[config.mk]
export PLATFORM = sky130hd
export DESIGN_NAME = motor_cmd_arbiter
export DESIGN_NICKNAME = d
export VERILOG_FILES = /design/src/rtl/motor_cmd_arbiter.sv
export SDC_FILE = /design/constraint.sdc
export NUM_CORES = 1
export LEC_CHECK = 0
export CAP_MARGIN = 20
export CORE_ASPECT_RATIO = 1.75
export CORE_MARGIN = 3
export CORE_UTILIZATION = 41
export DETAILED_ROUTE_END_ITERATION = 7
export GPL_TIMING_DRIVEN = 0
export PLACE_DENSITY = 0.61
export SYNTH_ARGS = -nofsm -noshare
export SYNTH_HDL_FRONTEND = slang
export SYNTH_SLANG_ARGS = --single-unit
[constraint.sdc]
create_clock -name RAW_clk -period 2.7 [get_ports RAW_clk]
set_clock_uncertainty 0.1 [all_clocks]
set_input_delay 0.27 -clock RAW_clk [delete_from_list [all_inputs] [get_ports RAW_clk]]
set_output_delay 0.27 -clock RAW_clk [all_outputs]
set_load 0.05 [all_outputs]
[src/rtl/motor_cmd_arbiter.sv]
// Motor command arbiter: prioritised command decode, dead time between
// opposing drive patterns, and latched overcurrent / metal-detect shutdown.
module motor_cmd_arbiter #(
  parameter int unsigned DEADTIME_CYC   = 1000,
  parameter int unsigned FAULT_HOLD_CYC = 100000
) (
  input  logic       RAW_clk,
  input  logic       RAW_reset,
  input  logic       ON_CURRENT,
  input  logic       InductiveSNSFlag,
  input  logic       Direction,
  input  logic       Rotate,
  input  logic       Move,
  input  logic [3:0] FreqState,
  output logic       Forward1,
  output logic       Backwards1,
  output logic       Forward2,
  output logic       Backwards2,
  output logic [1:0] speedL,
  output logic [1:0] speedR,
  output logic [2:0] arb_state
);

  typedef enum logic [2:0] {
    ST_IDLE     = 3'd0,
    ST_DRIVE    = 3'd1,
    ST_DEADTIME = 3'd2,
    ST_HALT     = 3'd3,
    ST_FAULT    = 3'd4
  } state_t;

  // Pattern layout is {F1,B1,F2,B2,speedL,speedR}
  localparam logic [7:0]  PAT_STOP   = 8'b0000_0000;
  localparam logic [7:0]  PAT_FWD    = 8'b1010_1111;
  localparam logic [7:0]  PAT_SPIN_R = 8'b1001_1010;
  localparam logic [7:0]  PAT_SPIN_L = 8'b0110_1010;
  localparam logic [23:0] DEAD_LOAD  = 24'(DEADTIME_CYC);
  localparam logic [23:0] FAULT_LOAD = 24'(FAULT_HOLD_CYC);

  state_t      r_state;
  logic [7:0]  r_pat;
  logic [23:0] r_dead_cnt;
  logic [23:0] r_fault_cnt;

  state_t      w_state_nxt;
  logic [7:0]  w_pat_nxt;
  logic [23:0] w_dead_nxt;
  logic [23:0] w_fault_nxt;
  logic [7:0]  w_cmd_pat;
  logic        w_target;

  assign w_target = (FreqState != 4'd0);

  // Localisation request decode; fault and halt flags are handled by the FSM
  always_comb begin
    w_cmd_pat = PAT_STOP;
    if (Rotate && w_target) begin
      w_cmd_pat = Direction ? PAT_SPIN_R : PAT_SPIN_L;
    end else if (Move && w_target) begin
      w_cmd_pat = PAT_FWD;
    end else begin
      w_cmd_pat = PAT_STOP;
    end
  end

  // Next-state, next-pattern and counter logic
  always_comb begin
    w_state_nxt = r_state;
    w_pat_nxt   = PAT_STOP;
    w_dead_nxt  = 24'd0;
    w_fault_nxt = 24'd0;
    if (ON_CURRENT) begin
      w_state_nxt = ST_FAULT;
      w_fault_nxt = FAULT_LOAD;
    end else begin
      case (r_state)
        ST_FAULT: begin
          if (r_fault_cnt == 24'd0) begin
            w_state_nxt = ST_IDLE;
          end else begin
            w_state_nxt = ST_FAULT;
            w_fault_nxt = r_fault_cnt - 24'd1;
          end
        end
        ST_HALT: begin
          if (InductiveSNSFlag) begin
            w_state_nxt = ST_HALT;
          end else begin
            w_state_nxt = ST_IDLE;
          end
        end
        ST_IDLE: begin
          if (InductiveSNSFlag) begin
            w_state_nxt = ST_HALT;
          end else if (w_cmd_pat != PAT_STOP) begin
            w_state_nxt = ST_DRIVE;
            w_pat_nxt   = w_cmd_pat;
          end else begin
            w_state_nxt = ST_IDLE;
          end
        end
        ST_DRIVE: begin
          if (InductiveSNSFlag) begin
            w_state_nxt = ST_HALT;
          end else if (w_cmd_pat == PAT_STOP) begin
            w_state_nxt = ST_IDLE;
          end else if (w_cmd_pat == r_pat) begin
            w_state_nxt = ST_DRIVE;
            w_pat_nxt   = r_pat;
          end else begin
            w_state_nxt = ST_DEADTIME;
            w_dead_nxt  = DEAD_LOAD;
          end
        end
        ST_DEADTIME: begin
          // Command changes inside the window are ignored until the last cycle
          if (InductiveSNSFlag) begin
            w_state_nxt = ST_HALT;
          end else if (r_dead_cnt > 24'd1) begin
            w_state_nxt = ST_DEADTIME;
            w_dead_nxt  = r_dead_cnt - 24'd1;
          end else if (w_cmd_pat != PAT_STOP) begin
            w_state_nxt = ST_DRIVE;
            w_pat_nxt   = w_cmd_pat;
          end else begin
            w_state_nxt = ST_IDLE;
          end
        end
        default: begin
          w_state_nxt = ST_IDLE;
        end
      endcase
    end
  end

  // State, output pattern and counter registers
  always_ff @(posedge RAW_clk or posedge RAW_reset) begin
    if (RAW_reset) begin
      r_state     <= ST_IDLE;
      r_pat       <= PAT_STOP;
      r_dead_cnt  <= 24'd0;
      r_fault_cnt <= 24'd0;
    end else begin
      r_state     <= w_state_nxt;
      r_pat       <= w_pat_nxt;
      r_dead_cnt  <= w_dead_nxt;
      r_fault_cnt <= w_fault_nxt;
    end
  end

  assign Forward1   = r_pat[7];
  assign Backwards1 = r_pat[6];
  assign Forward2   = r_pat[5];
  assign Backwards2 = r_pat[4];
  assign speedL     = r_pat[3:2];
  assign speedR     = r_pat[1:0];
  assign arb_state  = r_state;

endmodule

### Word-level counts from Yosys, hierarchy flattened

Index checks and enable logic that the tools add are counted.

| storage, ports and cells | value |
|---|---|
| register bits | 59 |
| bits in latches | 0 |
| bits in writable memories | 0 |
| bits in read-only memories | 0 |
| bits of input ports | 11 |
| output and inout bits | 11 |
| logic and storage cells | 53 |
| memories kept | 0 |

| cells by class | value |
|---|---|
| $add $sub $neg | 2 |
| $mul | 0 |
| div/mod/pow operators | 0 |
| $lt $le $gt $ge | 1 |
| equality and inequality tests | 6 |
| shifts and indexed selects | 0 |
| multiplexer cells | 33 |
| bitwise operators | 0 |
| reductions and logical operators | 7 |

Operators by type and width:

| kind | number |
|---|---|
| 2-to-1 mux 24 bit | 6 |
| 2-to-1 mux 8 bit | 11 |
| case mux 24 bit (2 select lines) | 1 |
| subtractor 24 x 1 -> 24 bit (second input constant) | 2 |
| 2-to-1 mux 10 bit | 3 |
| greater-than comparator 24 x 1 -> 1 bit (second input constant) | 1 |
| zero test 24 bit | 1 |
| case mux 8 bit (3 select lines) | 1 |
| case mux 3 bit (5 select lines) | 1 |
| 2-to-1 mux 3 bit | 4 |
| 2-to-1 mux 2 bit | 5 |
| equality test 8 bit | 1 |
| zero test 8 bit | 1 |
| nonzero test 8 bit | 1 |
| equality test 3 x 2 -> 1 bit (second input constant) | 2 |
| != test 5 bit (second input constant) | 1 |
| nonzero test 4 bit | 1 |
| equality test 3 x 1 -> 1 bit (second input constant) | 1 |
| equality test 3 bit (second input constant) | 1 |
| zero test 3 bit | 1 |
| logical AND 1 bit | 2 |
| 2-to-1 mux 1 bit | 1 |

### Longest topological paths before layout

| depth | value |
|---|---|
| word-level depth | 10 |
| mapped depth | 8 |
| gate-level depth less buffers | 6 |

### Least setup slack after synthesis

OpenSTA, ideal clock, no wires.

| path | value |
|---|---|
| kind | reg2reg |
| start point | register r_fault_cnt[14] |
| end point | register r_fault_cnt[14] |
| setup time | 119 ps |
| data arrival time | 2168 ps |
| required time | 2481 ps |
| path slack | 313 ps |
| cell stages (with the launch flop) | 9 |
| path buffers | 3 |
| clock period less this slack | 2387 ps |
| path through | dfrtp_1 or4_1 buf_2 or3b_4 o31ai_4 or2_1 buf_6 buf_12 nor2_1 |

| between the ends | value |
|---|---|
| word-level cells in the longest chain between the ends | 4 |
| elaborated cells on any way between the ends | 5 |
| those cells by class | add/sub: 1; mux: 3; reduce/logical: 1 |

Ends and longest elaborated chain:

| item | RTL line | text |
|---|---|---|
| from (decl) | 43 | `logic [23:0] r_fault_cnt;` |
| from (signal assigned) | 147 | `r_fault_cnt <= w_fault_nxt;` |
| subtractor 24 x 1 -> 24 bit / zero test 24 bit (equally long branches) | 82, 78 |  |
| 2-to-1 mux 24 bit (*) | 78 | `if (r_fault_cnt == 24'd0) begin` |
| 2-to-1 mux 24 bit (*) | 76 | `case (r_state)` |
| 2-to-1 mux 24 bit (*) | 72 | `if (ON_CURRENT) begin` |
| via w_fault_nxt[14] | 48 | `logic [23:0] w_fault_nxt;` |

Mark *: on every way through the listed nets, which the timed path passes. The rest lies on a longest branch.
A chain may end at the register's enable or synchronous reset.

### Worst setup path in the final report

| path | value |
|---|---|
| start point | register r_fault_cnt[14] |
| end point | register r_fault_cnt[19] |

Same word-level chain as after synthesis.

==> summary.txt <==
Outcome
  • Run status: completed

Worst setup path
  • R2r setup slk: 0.12 ns
  • Critical path type: flip-flop to flip-flop
  • FF-to-FF path depth: 8
  • CP endpoint kind: flip-flop
  • Startpoint type of the worst setup path: flip-flop
  • Worst Path Max Fanout: 10
  • WP data required: 2.81 ns
  • Reg2Reg Launch Point: r_fault_cnt[14]$_DFF_PP0_
  • Worst r2r dst: r_fault_cnt[19]$_DFF_PP0_
  • Worst path arrival time: 2.69 ns

Global routing
  • GRT busiest layer: met2
  • Global routing met3 resource utilization: 5.02%
  • First-pass GRT wire length: 10.5 mm
  • Tot GR Track Use: 15.9%
  • GRT Residual Overflow: 0
  • Vias in the first global route: 2328
  • Largest net degree at the start of global routing: 36
  • Initial antenna violation count: 0
  • GR Layer Usage met2: 27.8%
  • Met1 usage: 17.4%

Pwr
  • Pwr Total: 2470 uW
  • Leakage: 0.00169 uW
  • Sw Pwr: 601 uW
  • Int Pwr: 1860 uW
  • Combinational share of power: 12.0%
  • Worst VDD drop: 391 uV
  • Clk network pwr share: 49.2%
  • Sw frac: 24.4%
  • Sequential share of power: 38.7%
  • Power per cell area: 682 nW/um^2

Finish
  • Design area: 3620 sq um
  • Layout Nets: 345
  • Register Area: 1430 sq um
  • Ant diodes: 0
  • Multi-input logic area: 1430 sq um
  • Fill count: 631
  • Commonest cells after routing, fill and taps aside: 57 x dfrtp_1, 52 x nor2_1, 28 x xnor2_1, 20 x clkdlybuf4s50_1, 16 x nor3_1
  • Most common cell after layout, fill and taps aside: dfrtp_1
  • Layout area overhead: 22.7%
  • Layout cells sized above 1: 10.7%

STA
  • RSZ-0062 raised after global routing: no
  • Endpoints failing setup: 0
  • Worst-Margin Slew: 0.693 ns
  • FMAX: 0.387 GHz
  • Final slew viol count: 0
  • Crit path time final: 2.58 ns
  • Endpoints failing hold: 0
  • Max-slew headroom: 53.4%
  • Final worst-path cycle share: 95.6%

Synthesis
  • Syn Area/Cell: 9.95 sq um
  • Ys async rst share: 100%
  • Synthesized Nets: 311
  • Netlist cell types: 49
  • Post-synth top flop: dfrtp_1
  • YS warnings: 0
  • Syn Inst Count: 296
  • Synthesized area: 2950 sq um
  • Post-synth EDFFs: 0
  • Post-synthesis register bit count: 57
  • Sequential cell area fraction in the yosys report: 48.4%

Clocking
  • Worst-path clk slew: 0.05 ns
  • Clock tree buffer depth: 2
  • Max H-tree Level: 3
  • TritonCTS buffer count: 9
  • Hold buffers post-CTS: 0
  • Sink Count: 57
  • CTS tree: done
  • Clock Latency Late Sink: 0.33 ns
  • CTS root buf: clkbuf_16

Floorplan
  • Die Ht: 118 um
  • Row count: 40
  • Full die area: 8280 sq um
  • Starting Density: 42.7%
  • IO Pins: 22
  • DIE WIDTH: 70.1 um
  • Core outline area: 6910 sq um

Routing
  • DRC: 0
  • Iter 0 DRT Violations: 135
  • Post-route ant nets: 0
  • Drt pass-1 iters: 4
  • Drt total wl: 5.99 mm
  • DR vias: 2256
  • DR vias/cell: 5.38
  • WL/cell: 14.3 um

Place
  • GP Congestion: 0.805
  • Placed cell areas: 3270 sq um
  • I/O Buffers: 20
  • HPWL Detailed: 4.35 mm

Run
  • Max-cap violation count: 0

Worst hold path
  • Hold Path Class: input port to asynchronous set/reset pin
flip-flops by register name, indices dropped and copies added, names as in the netlist:
signal	count
arb_state	3
r_pat	6
r_fault_cnt	24
r_dead_cnt	24
stage by stage:
stage | std cells | setup slack (ns) | util [%] | TNS, ns | hold slack (ns)
after floorplan | 296 | 0.313 | - | 0 | 0.345
after global placement | 400 | -0.158 | 47.1 | -8.97 | 0.380
after detailed placement | 401 | -0.0967 | 47.4 | -0.701 | 0.379
after CTS | 417 | 0.0472 | 52.0 | 0 | 0.201
after global routing | 419 | 0.000168 | 52.4 | 0 | 0.226
final | 419 | 0.119 | 52.4 | 0 | 0.190
repair_timing:
action	4_1_cts	5_1_grt
buffers inserted	0	2
setup endpoints to repair	0	12
resized for setup	0	3
logic make-up (layout without fill, tap and decap cells):
logic type                 Yosys count  after routing  synth area share, %
and+or+nand+nor                    145            145                 26.1
DFF                                 57             57                 48.4
xor gates and xnor gates            41             41                 12.2
AOI/OAI and AO/OA                   31             31                 7.90
buffers and inverters               17             56                 3.31
adders and majority gates            4              4                 1.70
muxes                                1              1                0.382
worst max path at each step:
stage / from / end / slack (ns) / depth (start not counted)
final: r_fault_cnt[14]$_DFF_PP0_ / r_fault_cnt[19]$_DFF_PP0_ / 0.12 / 8
after global routing: r_fault_cnt[14]$_DFF_PP0_ / r_fault_cnt[17]$_DFF_PP0_ / 0.0002 / 8
after CTS: r_dead_cnt[11]$_DFF_PP0_ / r_dead_cnt[15]$_DFF_PP0_ / 0.05 / 6
after detailed placement: FreqState[1] / r_pat[4]$_DFFE_PP0P_ / -0.1 / 7
after global placement: RAW_reset / r_dead_cnt[2]$_DFF_PP0_ / -0.16 / 2
after floorplan: r_fault_cnt[14]$_DFF_PP0_ / r_fault_cnt[14]$_DFF_PP0_ / 0.31 / 8
power groups by stage:
stage	registers (uW)	clock network [uW]	logic, uW
detailed placement	970	0	299
finish	955	1210	296
global route	961	1280	332
CTS	955	1240	302
global placement	968	0	291
floorplan	972	0	208
final cells by class:
type	instances	area share (%)
Multi-Input combinational cell	222	39.5
Sequential cell	57	39.4
Clock buffer	11	6.71
Timing Repair Buffer	23	6.51
Tap cell	84	2.91
Clock inverter	5	2.18
Buffer	10	2.01
Inverter	7	0.727
routing by layer:
layer	part of all wire [%]	routed length, um
met3	3.1	183
met4	2.1	126
met1	41	2430
met5	0	0
met2	54	3250
critical path, cell delays in order, from the launching register on:
cell and delay (ns):
dfrtp_1 0.41, or4_1 0.51, buf_2 0.17, or3b_4 0.39, o31ai_4 0.40, or2_1 0.17
buf_6 0.14, buf_12 0.13, nor2_1 0.05
Yosys cell counts (4+ instances only):
master / count / area share (%)
dfrtp_1: 57 / 48
nor2_1: 52 / 6.6
xnor2_1: 28 / 8.3
nor3_1: 16 / 2.7
nand2_1: 15 / 1.9
xor2_1: 13 / 3.9
nor4_1: 11 / 2.3
or3_1: 10 / 2.1
o21ai_0: 8 / 1.4
inv_1: 7 / 0.89
o21bai_1: 6 / 1.5
or4_1: 6 / 1.5
nand3_1: 5 / 0.85
nor3b_1: 5 / 1.3
clkbuf_1: 4 / 0.51
ha_1: 4 / 1.7
nand2b_1: 4 / 0.85
Power figures use the tool's default switching activity.
